### config.mk
export PLATFORM = sky130hd
export DESIGN_NAME = wb_req_master
export DESIGN_NICKNAME = d
export VERILOG_FILES = /design/src/rtl/wb_req_master_pkg.sv /design/src/rtl/wb_req_master_watchdog.sv /design/src/rtl/wb_req_master.sv
export SDC_FILE = /design/constraint.sdc
export NUM_CORES = 1
export LEC_CHECK = 0
export CAP_MARGIN = 5
export CORE_MARGIN = 2
export CORE_UTILIZATION = 35
export CTS_BUF_LIST = sky130_fd_sc_hd__clkbuf_2
export DETAILED_ROUTE_END_ITERATION = 16
export GPL_TIMING_DRIVEN = 0
export PLACE_DENSITY = 0.69
export RECOVER_POWER = 25
export SLEW_MARGIN = 10
export SYNTH_ARGS = -nofsm -noshare
export SYNTH_HDL_FRONTEND = slang
export SYNTH_HIERARCHICAL = 1
export SYNTH_SLANG_ARGS = --single-unit
### constraint.sdc
create_clock -name clk_i -period 4 [get_ports clk_i]
set_input_delay 1 -clock clk_i [delete_from_list [all_inputs] [get_ports clk_i]]
set_output_delay 1 -clock clk_i [all_outputs]
set_load 0.03 [all_outputs]
### src/rtl/wb_req_master_pkg.sv
// Shared types and constants for the wb_req_master Wishbone request master.
// Optional watchdog is enabled with WB_MASTER_TIMEOUT_EN.
package wb_req_master_pkg;

   localparam int unsigned WB_DATA_WIDTH = 32;
   localparam int unsigned WB_SEL_WIDTH  = 4;

   localparam int unsigned DEF_MAX_RETRY      = 3;
   localparam int unsigned DEF_TIMEOUT_CYCLES = 255;

   typedef enum logic [1:0] {
      ST_IDLE,
      ST_STROBE,
      ST_WAIT,
      ST_RESP
   } state_e;

endpackage

### src/rtl/wb_req_master_watchdog.sv
// Loadable saturating up-counter with clear, enable and expired flag.
// Used by wb_req_master when WB_MASTER_TIMEOUT_EN is defined.
module wb_req_watchdog #(
   parameter int unsigned WIDTH = 8
) (
   input  logic             clk_i,
   input  logic             rst_n_i,
   input  logic             clr_i,
   input  logic             en_i,
   input  logic             load_i,
   input  logic [WIDTH-1:0] load_val_i,
   input  logic [WIDTH-1:0] limit_i,
   output logic             expired_o
);

   logic [WIDTH-1:0] cnt_q;

   assign expired_o = (cnt_q >= limit_i);

   // Stops at the limit so a long idle bus can never wrap the count.
   always_ff @(posedge clk_i or negedge rst_n_i) begin
      if (!rst_n_i) begin
         cnt_q <= '0;
      end else if (clr_i) begin
         cnt_q <= '0;
      end else if (load_i) begin
         cnt_q <= load_val_i;
      end else if (en_i && !expired_o) begin
         cnt_q <= cnt_q + WIDTH'(1);
      end
   end

endmodule

### src/rtl/wb_req_master.sv
// Single-outstanding Wishbone B4 pipelined master with bounded retry.
// Define WB_MASTER_TIMEOUT_EN to add the TIMEOUT_CYCLES watchdog.
module wb_req_master
   import wb_req_master_pkg::*;
#(
   parameter int unsigned ADDR_WIDTH     = 8,
   parameter int unsigned MAX_RETRY      = DEF_MAX_RETRY,
   parameter int unsigned TIMEOUT_CYCLES = DEF_TIMEOUT_CYCLES
) (
   input  logic                     clk_i,
   input  logic                     rst_n_i,
   input  logic                     req_i,
   input  logic                     req_we_i,
   input  logic [ADDR_WIDTH-1:0]    req_addr_i,
   input  logic [WB_DATA_WIDTH-1:0] req_dat_i,
   input  logic [WB_SEL_WIDTH-1:0]  req_sel_i,
   output logic                     req_rdy_o,
   output logic                     rsp_valid_o,
   output logic [WB_DATA_WIDTH-1:0] rsp_dat_o,
   output logic                     rsp_err_o,
   output logic                     wb_cyc_o,
   output logic                     wb_stb_o,
   output logic [ADDR_WIDTH-1:0]    wb_adr_o,
   output logic [WB_SEL_WIDTH-1:0]  wb_sel_o,
   output logic                     wb_we_o,
   output logic [WB_DATA_WIDTH-1:0] wb_dat_o,
   input  logic [WB_DATA_WIDTH-1:0] wb_dat_i,
   input  logic                     wb_ack_i,
   input  logic                     wb_err_i,
   input  logic                     wb_rty_i,
   input  logic                     wb_stall_i
);

   localparam logic [3:0] RETRY_LIM = 4'(MAX_RETRY);

   state_e state_q, state_d;

   logic [3:0]               retry_q, retry_d;
   logic                     cyc_q, stb_q;
   logic                     we_q, we_d;
   logic [ADDR_WIDTH-1:0]    adr_q, adr_d;
   logic [WB_SEL_WIDTH-1:0]  sel_q, sel_d;
   logic [WB_DATA_WIDTH-1:0] wdat_q, wdat_d;
   logic [WB_DATA_WIDTH-1:0] rdat_q, rdat_d;
   logic                     rsp_valid_q;
   logic                     rsp_err_q, rsp_err_d;
   logic                     strobe_entry;
   logic                     timeout;

`ifdef WB_MASTER_TIMEOUT_EN
   localparam int unsigned WD_W = $clog2(TIMEOUT_CYCLES + 1);

   wb_req_watchdog #(
      .WIDTH (WD_W)
   ) u_wd (
      .clk_i      (clk_i),
      .rst_n_i    (rst_n_i),
      .clr_i      (strobe_entry),
      .en_i       (cyc_q),
      .load_i     (1'b0),
      .load_val_i ('0),
      .limit_i    (WD_W'(TIMEOUT_CYCLES)),
      .expired_o  (timeout)
   );
`else
   assign timeout = 1'b0;
`endif

   always_comb begin
      state_d      = state_q;
      retry_d      = retry_q;
      we_d         = we_q;
      adr_d        = adr_q;
      sel_d        = sel_q;
      wdat_d       = wdat_q;
      rdat_d       = rdat_q;
      rsp_err_d    = rsp_err_q;
      strobe_entry = 1'b0;

      unique case (state_q)
         ST_IDLE: begin
            if (req_i) begin
               we_d         = req_we_i;
               adr_d        = req_addr_i;
               sel_d        = req_sel_i;
               wdat_d       = req_dat_i;
               retry_d      = 4'd0;
               strobe_entry = 1'b1;
               state_d      = ST_STROBE;
            end
         end
         ST_STROBE, ST_WAIT: begin
            // err beats ack beats rty; any of them beats the watchdog
            if (wb_err_i) begin
               rsp_err_d = 1'b1;
               rdat_d    = '0;
               state_d   = ST_RESP;
            end else if (wb_ack_i) begin
               rsp_err_d = 1'b0;
               rdat_d    = we_q ? '0 : wb_dat_i;
               state_d   = ST_RESP;
            end else if (wb_rty_i && (retry_q < RETRY_LIM)) begin
               retry_d      = retry_q + 4'd1;
               strobe_entry = 1'b1;
               state_d      = ST_STROBE;
            end else if (wb_rty_i || timeout) begin
               rsp_err_d = 1'b1;
               rdat_d    = '0;
               state_d   = ST_RESP;
            end else if ((state_q == ST_STROBE) && !wb_stall_i) begin
               state_d = ST_WAIT;
            end
         end
         ST_RESP: begin
            state_d = ST_IDLE;
         end
         default: begin
            state_d = ST_IDLE;
         end
      endcase
   end

   always_ff @(posedge clk_i or negedge rst_n_i) begin
      if (!rst_n_i) begin
         state_q     <= ST_IDLE;
         retry_q     <= 4'd0;
         cyc_q       <= 1'b0;
         stb_q       <= 1'b0;
         we_q        <= 1'b0;
         adr_q       <= '0;
         sel_q       <= '0;
         wdat_q      <= '0;
         rdat_q      <= '0;
         rsp_valid_q <= 1'b0;
         rsp_err_q   <= 1'b0;
      end else begin
         state_q     <= state_d;
         retry_q     <= retry_d;
         cyc_q       <= (state_d == ST_STROBE) || (state_d == ST_WAIT);
         stb_q       <= (state_d == ST_STROBE);
         we_q        <= we_d;
         adr_q       <= adr_d;
         sel_q       <= sel_d;
         wdat_q      <= wdat_d;
         rdat_q      <= rdat_d;
         rsp_valid_q <= (state_d == ST_RESP);
         rsp_err_q   <= rsp_err_d;
      end
   end

   assign req_rdy_o   = (state_q == ST_IDLE);
   assign rsp_valid_o = rsp_valid_q;
   assign rsp_dat_o   = rdat_q;
   assign rsp_err_o   = rsp_err_q;
   assign wb_cyc_o    = cyc_q;
   assign wb_stb_o    = stb_q;
   assign wb_adr_o    = adr_q;
   assign wb_sel_o    = sel_q;
   assign wb_we_o     = we_q;
   assign wb_dat_o    = wdat_q;

endmodule

After elaboration in Yosys (flattened, before gate mapping). Index checks and enable logic that the tools add are counted.

Register bits after elaboration: 87. Bits of input ports: 84. Output and inout bits: 82.

Add/sub/neg operators: 1. Order comparisons: 1. Eq/ne operators: 11. Muxes and demuxes: 21. Reductions and logical operators: 11.

Operator list (number): 32-bit 2-to-1 mux (5); 4-bit 2-to-1 mux (4); 2-bit 2-to-1 mux (6); 2-bit == test (second input constant) (4); 2-bit != test (second input constant) (4); 4-bit case mux with 2 select lines (1); 2-bit case mux with 3 select lines (1); 5-bit AND reduction (1); 4-bit by 1-bit adder with 4-bit output (second input constant) (1); 2-bit by 1-bit == test with 1-bit output (second input constant) (2); 4-bit by 2-bit less-than comparator with 1-bit output (second input constant) (1); 1-bit 2-to-1 mux (4); 3-bit != test (second input constant) (1); 3-bit AND reduction (1); 3-bit nonzero test (1); 1-bit logical AND (2); 2-bit logical NOT (1); 2-bit AND reduction (1); 2-bit nonzero test (1); 2-bit OR reduction (1); 1-bit logical NOT (1); 1-bit logical OR (1).

Depth between registers and ports, before layout.
Word-level depth: 10. Mapped depth: 8. Gate-level depth less buffers: 7.

Least setup slack after synthesis. No wires, ideal clock.

Kind: input -> register. Start point: input req_i. End point: register cyc_q (netlist: wb_cyc_o). Library setup time: 0.113 ns. Data arrival time: 2.005 ns. Path slack: 1.882 ns. Stages: 6. Path through: nand2_1 > buf_2 > buf_2 > o221ai_1 > ha_1 > inv_1.

Longest elaborated chain between the ends: 4.

RTL lines: start: declaration (RTL line wb_req_master.sv:12) `input logic req_i,`; 2-bit 2-to-1 mux * (RTL line wb_req_master.sv:82) `if (req_i) begin`; 2-bit case mux with 3 select lines * (RTL line wb_req_master.sv:80) `unique case (state_q)`; named net state_d[0] (RTL line wb_req_master.sv:36) `state_e state_q, state_d;`; 2-bit by 1-bit == test with 1-bit output or 2-bit == test (tied branches) (RTL line wb_req_master.sv:139) `cyc_q <= (state_d == ST_STROBE) || (state_d == ST_WAIT);`; 1-bit logical OR * (RTL line wb_req_master.sv:139); end signal: assignment (RTL line wb_req_master.sv:139); end: declaration (RTL line wb_req_master.sv:39) `logic cyc_q, stb_q;`.

Mark *: on every way through the listed nets, which the timed path passes. The rest lies on a longest branch. A chain may end at the register's enable or synchronous reset.

Final worst setup path.
Start point: register state_q[1]. End point: output req_rdy_o.

Longest elaborated chain between the ends: 1.

RTL lines: start: declaration (RTL line wb_req_master.sv:36); start signal: assignment (RTL line wb_req_master.sv:137) `state_q <= state_d;`; 2-bit logical NOT (RTL line wb_req_master.sv:151) `assign req_rdy_o = (state_q == ST_IDLE);`; end: declaration (RTL line wb_req_master.sv:17) `output logic req_rdy_o,`.

No other way between the ends.

==> qor.log <==
INFO  floorplanning  die_area=11,210squm
INFO  global_route   overflow=0
INFO  timing         final_critical_path_setup_slack=0.8956ns
INFO  placed_design  hpwlAfterDp=6491um
INFO  clock_network  clk-insertion-delay-late=0.53ns
INFO  clock_network  clkTransAtPathRegs=0.27ns
INFO  logic_synthesis synth_edf_count=0
INFO  worst_setup_path maximum_fanout_count_along_the_critical_path=7
INFO  global_route   first_pass_grt_wire_length=13,800um
INFO  hold_path      hold_class=reg -> reg
INFO  cells_and_area fill_cells=907
INFO  routing        post-route-drc-count=0
INFO  power_and_ir_drop cellPowerDensity=835.6nW/um^2
INFO  routing        vias_per_cell=4.458
INFO  timing         achievable-frequency=322.1MHz
INFO  logic_synthesis synth.largest_area_cell=sky130_fd_sc_hd__dfrtp_1
INFO  cells_and_area num-nets-final=546
INFO  floorplanning  die_height=105.9um
INFO  cells_and_area antenna_cells_inserted=0
INFO  logic_synthesis sequential_element_share_of_the_synthesized_area=59.92%
INFO  floorplanning  die_w=105.9um
INFO  outcome        outcome=finished, violations left
INFO  timing         worst-slew-pin-transition=2.421ns
INFO  logic_synthesis synth.cell_area=3633squm
INFO  logic_synthesis ys_ff_latch=87
INFO  clock_network  cts_hold_buf=0
INFO  cells_and_area multi_input_comb_area=1249squm
INFO  timing         timing.setup.tns=0ns
INFO  logic_synthesis ys.flop_type=sky130_fd_sc_hd__dfrtp_1
INFO  routing        vias=2,666
INFO  cells_and_area area.sequential=2177squm
INFO  clock_network  ctsHtreeMaxLevel=3
INFO  routing        detail_route.wirelength=8656um
INFO  outcome        violations=capacitance limit, slew limit
INFO  cells_and_area layout.cell_area.non_filler=5627squm
INFO  routing        drt-initial-drc-count=64
INFO  cells_and_area layout-area-overhead-vs-synth=54.86%
INFO  worst_setup_path worst-setup-path-type=reg -> out
INFO  routing        detail-route-antenna-nets=0
INFO  clock_network  cts_root_buffer=sky130_fd_sc_hd__clkbuf_2
INFO  global_route   grt.total_usage=15.70%
INFO  logic_synthesis syn_nets=369
INFO  worst_setup_path critPathArrivalTime=2.10ns
INFO  logic_synthesis post_synth_num_cell_types=26
INFO  global_route   initial_antenna_violation_count=0
INFO  timing         rsz_0062_raised_after_global_routing=no
INFO  cells_and_area postLayoutCoreUtil=55.25%
INFO  routing        wire_per_inst=14.47um
INFO  logic_synthesis synth_area_leaders=sky130_fd_sc_hd__dfrtp_1 60%, sky130_fd_sc_hd__mux2_2 14%, sky130_fd_sc_hd__mux2i_1 9.1%
INFO  power_and_ir_drop power.static_leakage=2.411nW
INFO  placed_design  dp_slack=1.115ns
INFO  timing         finClkSkew=0.03361ns
INFO  timing         setup_viol=0
INFO  logic_synthesis synth-async-reset-ratio=100.0%
INFO  floorplanning  core_area=10,180squm
INFO  logic_synthesis post_synth.cell_area_avg=12.98squm
INFO  floorplanning  ios=166
INFO  clock_network  post_cts.resized_instances=0
INFO  clock_network  clock_tree_from_tritoncts=yes
INFO  power_and_ir_drop vdd_ir_drop_max=0.4002mV
INFO  clock_network  cts-root-to-sink-buffers=2
INFO  logic_synthesis yosysWarningCount=6
INFO  placed_design  finalWeightedCongestion=0.7357
INFO  logic_synthesis netlist.area_leader.share=59.92%
INFO  worst_setup_path cp_startpoint_kind=register
INFO  worst_setup_path endpoint_kind=output pin
INFO  global_route   maximum_number_of_pins_on_one_net_before_global_route_repair=46
INFO  floorplanning  floorplan.initialDensity=35.68%
INFO  timing         max_slew_margin_vs_limit=-61.40%
INFO  timing         finalCritPeriodShare=77.61%
INFO  timing         hold_violations=0
INFO  timing         hold-worst-slack=0.5274ns
INFO  logic_synthesis synth.cells.most_frequent=87 x sky130_fd_sc_hd__dfrtp_1, 45 x sky130_fd_sc_hd__mux2_2, 36 x sky130_fd_sc_hd__nand2_1
INFO  routing        detailed_routing_iterations_pass_1=4
INFO  cells_and_area layout-drive-gt1-share=16.45%
INFO  global_route   number_of_global_route_vias_before_repair=2,838
INFO  job            max_cap_violations=1
INFO  worst_setup_path worstPathRequired=3.00ns
INFO  placed_design  place.port_buffers=165
INFO  timing         final-max-slew-violation-count=43
INFO  clock_network  cts-buffers-inserted=9
INFO  placed_design  post_dp_cell_area=5480squm
INFO  logic_synthesis synth_most_common_cell=sky130_fd_sc_hd__dfrtp_1
INFO  logic_synthesis synthesis.instances=280
INFO  timing         layout_min_cycle_time=3.104ns
INFO  clock_network  post_cts.repair.setup_buffers=0
INFO  clock_network  tritoncts_num_sinks=87
INFO  floorplanning  placement_rows=37
==> cells by family (layout without fill, tap and decap cells) <==
family,count (synthesis),after routing,synth area share [%]
adder cells (fa/ha/maj),5,5,1.722
flip-flops,87,87,59.92
buffers and inverters,47,229,5.716
multiplexers,78,78,23.04
AO/OA/AOI/OAI,15,15,3.272
AND/OR/NAND/NOR,48,48,6.336
==> per-stage QoR <==
stage | power [mW] | instances
2_1_floorplan | 3.121 | 280
3_3_place_gp | 4.156 | 581
3_5_place_dp | 4.214 | 582
4_1_cts | 4.774 | 598
5_1_grt | 4.986 | 598
6_report | 4.702 | 598
==> cell type report <==
class	count	share of cell area (%)
timing repair buffer	166	29.73
sequential	87	38.69
multi-input combinational	146	22.19
tap	136	3.024
inverter	35	2.335
clock buffer	9	0.8005
clock inverter	7	1.868
buffer	12	1.356
==> layer usage <==
layer	vias up	global-route usage [%]	wire, um
li1	1276	-	-
met3	8	7.235	1007
met5	-	0	0
met4	0	6.485	129
met1	1261	19.43	3648
met2	121	23.78	3870
==> worst paths after layout <==
check,start,endpoint,slack [ns],depth (start not counted)
hold / removal,rsp_err_o$_DFFE_PN0P_,rsp_err_o$_DFFE_PN0P_,0.53,1
max in group asynchronous,rst_n_i,rsp_dat_o[13]$_DFFE_PN0P_,1.49,1
setup / recovery,state_q[1]$_DFF_PN0_,req_rdy_o,0.90,3
min in group asynchronous,rst_n_i,wb_dat_o[14]$_DFFE_PN0P_,1.16,1
setup reg to reg,state_q[1]$_DFF_PN0_,wb_cyc_o$_DFF_PN0_,1.84,8
hold reg to reg,rsp_err_o$_DFFE_PN0P_,rsp_err_o$_DFFE_PN0P_,0.53,1
==> critical path, stage by stage, from the launching register on <==
cell and delay (ns):
sky130_fd_sc_hd__dfrtp_1 0.46, sky130_fd_sc_hd__inv_1 0.10, sky130_fd_sc_hd__ha_1 0.30, sky130_fd_sc_hd__clkdlybuf4s50_1 0.74
==> placed cells by master (no fill, tap or decap), drive strengths merged, types with 2 or more instances in the layout <==
cell,netlist,final
buf,10,11
a21oi,3,3
ha,5,5
inv,35,37
bufinv,0,2
mux2i,33,33
nand2b,2,2
nand3b,2,2
o21ai,2,2
o21a,4,4
clkbuf,2,12
clkdlybuf4s50,0,164
dfrtp,87,87
o221ai,3,3
clkinv,0,2
nor2,2,2
mux2,45,45
nand2,36,36
==> state kept, by name (all words and copies together), names as in the netlist <==
signal,cells
wb_cyc_o,1
wb_dat_o,32
wb_sel_o,4
rsp_valid_o,1
rsp_dat_o,32
wb_adr_o,8
wb_we_o,1
state_q,2
wb_stb_o,1
retry_q,4
rsp_err_o,1
==> where the power goes <==
| group | total [mW] | internal [mW] | switching [mW] |
|---|---|---|---|
| registers | 1.47 | 1.27 | 0.198 |
| logic | 2.69 | 1.23 | 1.46 |
| clock network | 0.541 | 0.216 | 0.325 |
| total | 4.70 | 2.72 | 1.98 |
(Power assumes the default switching activity.)
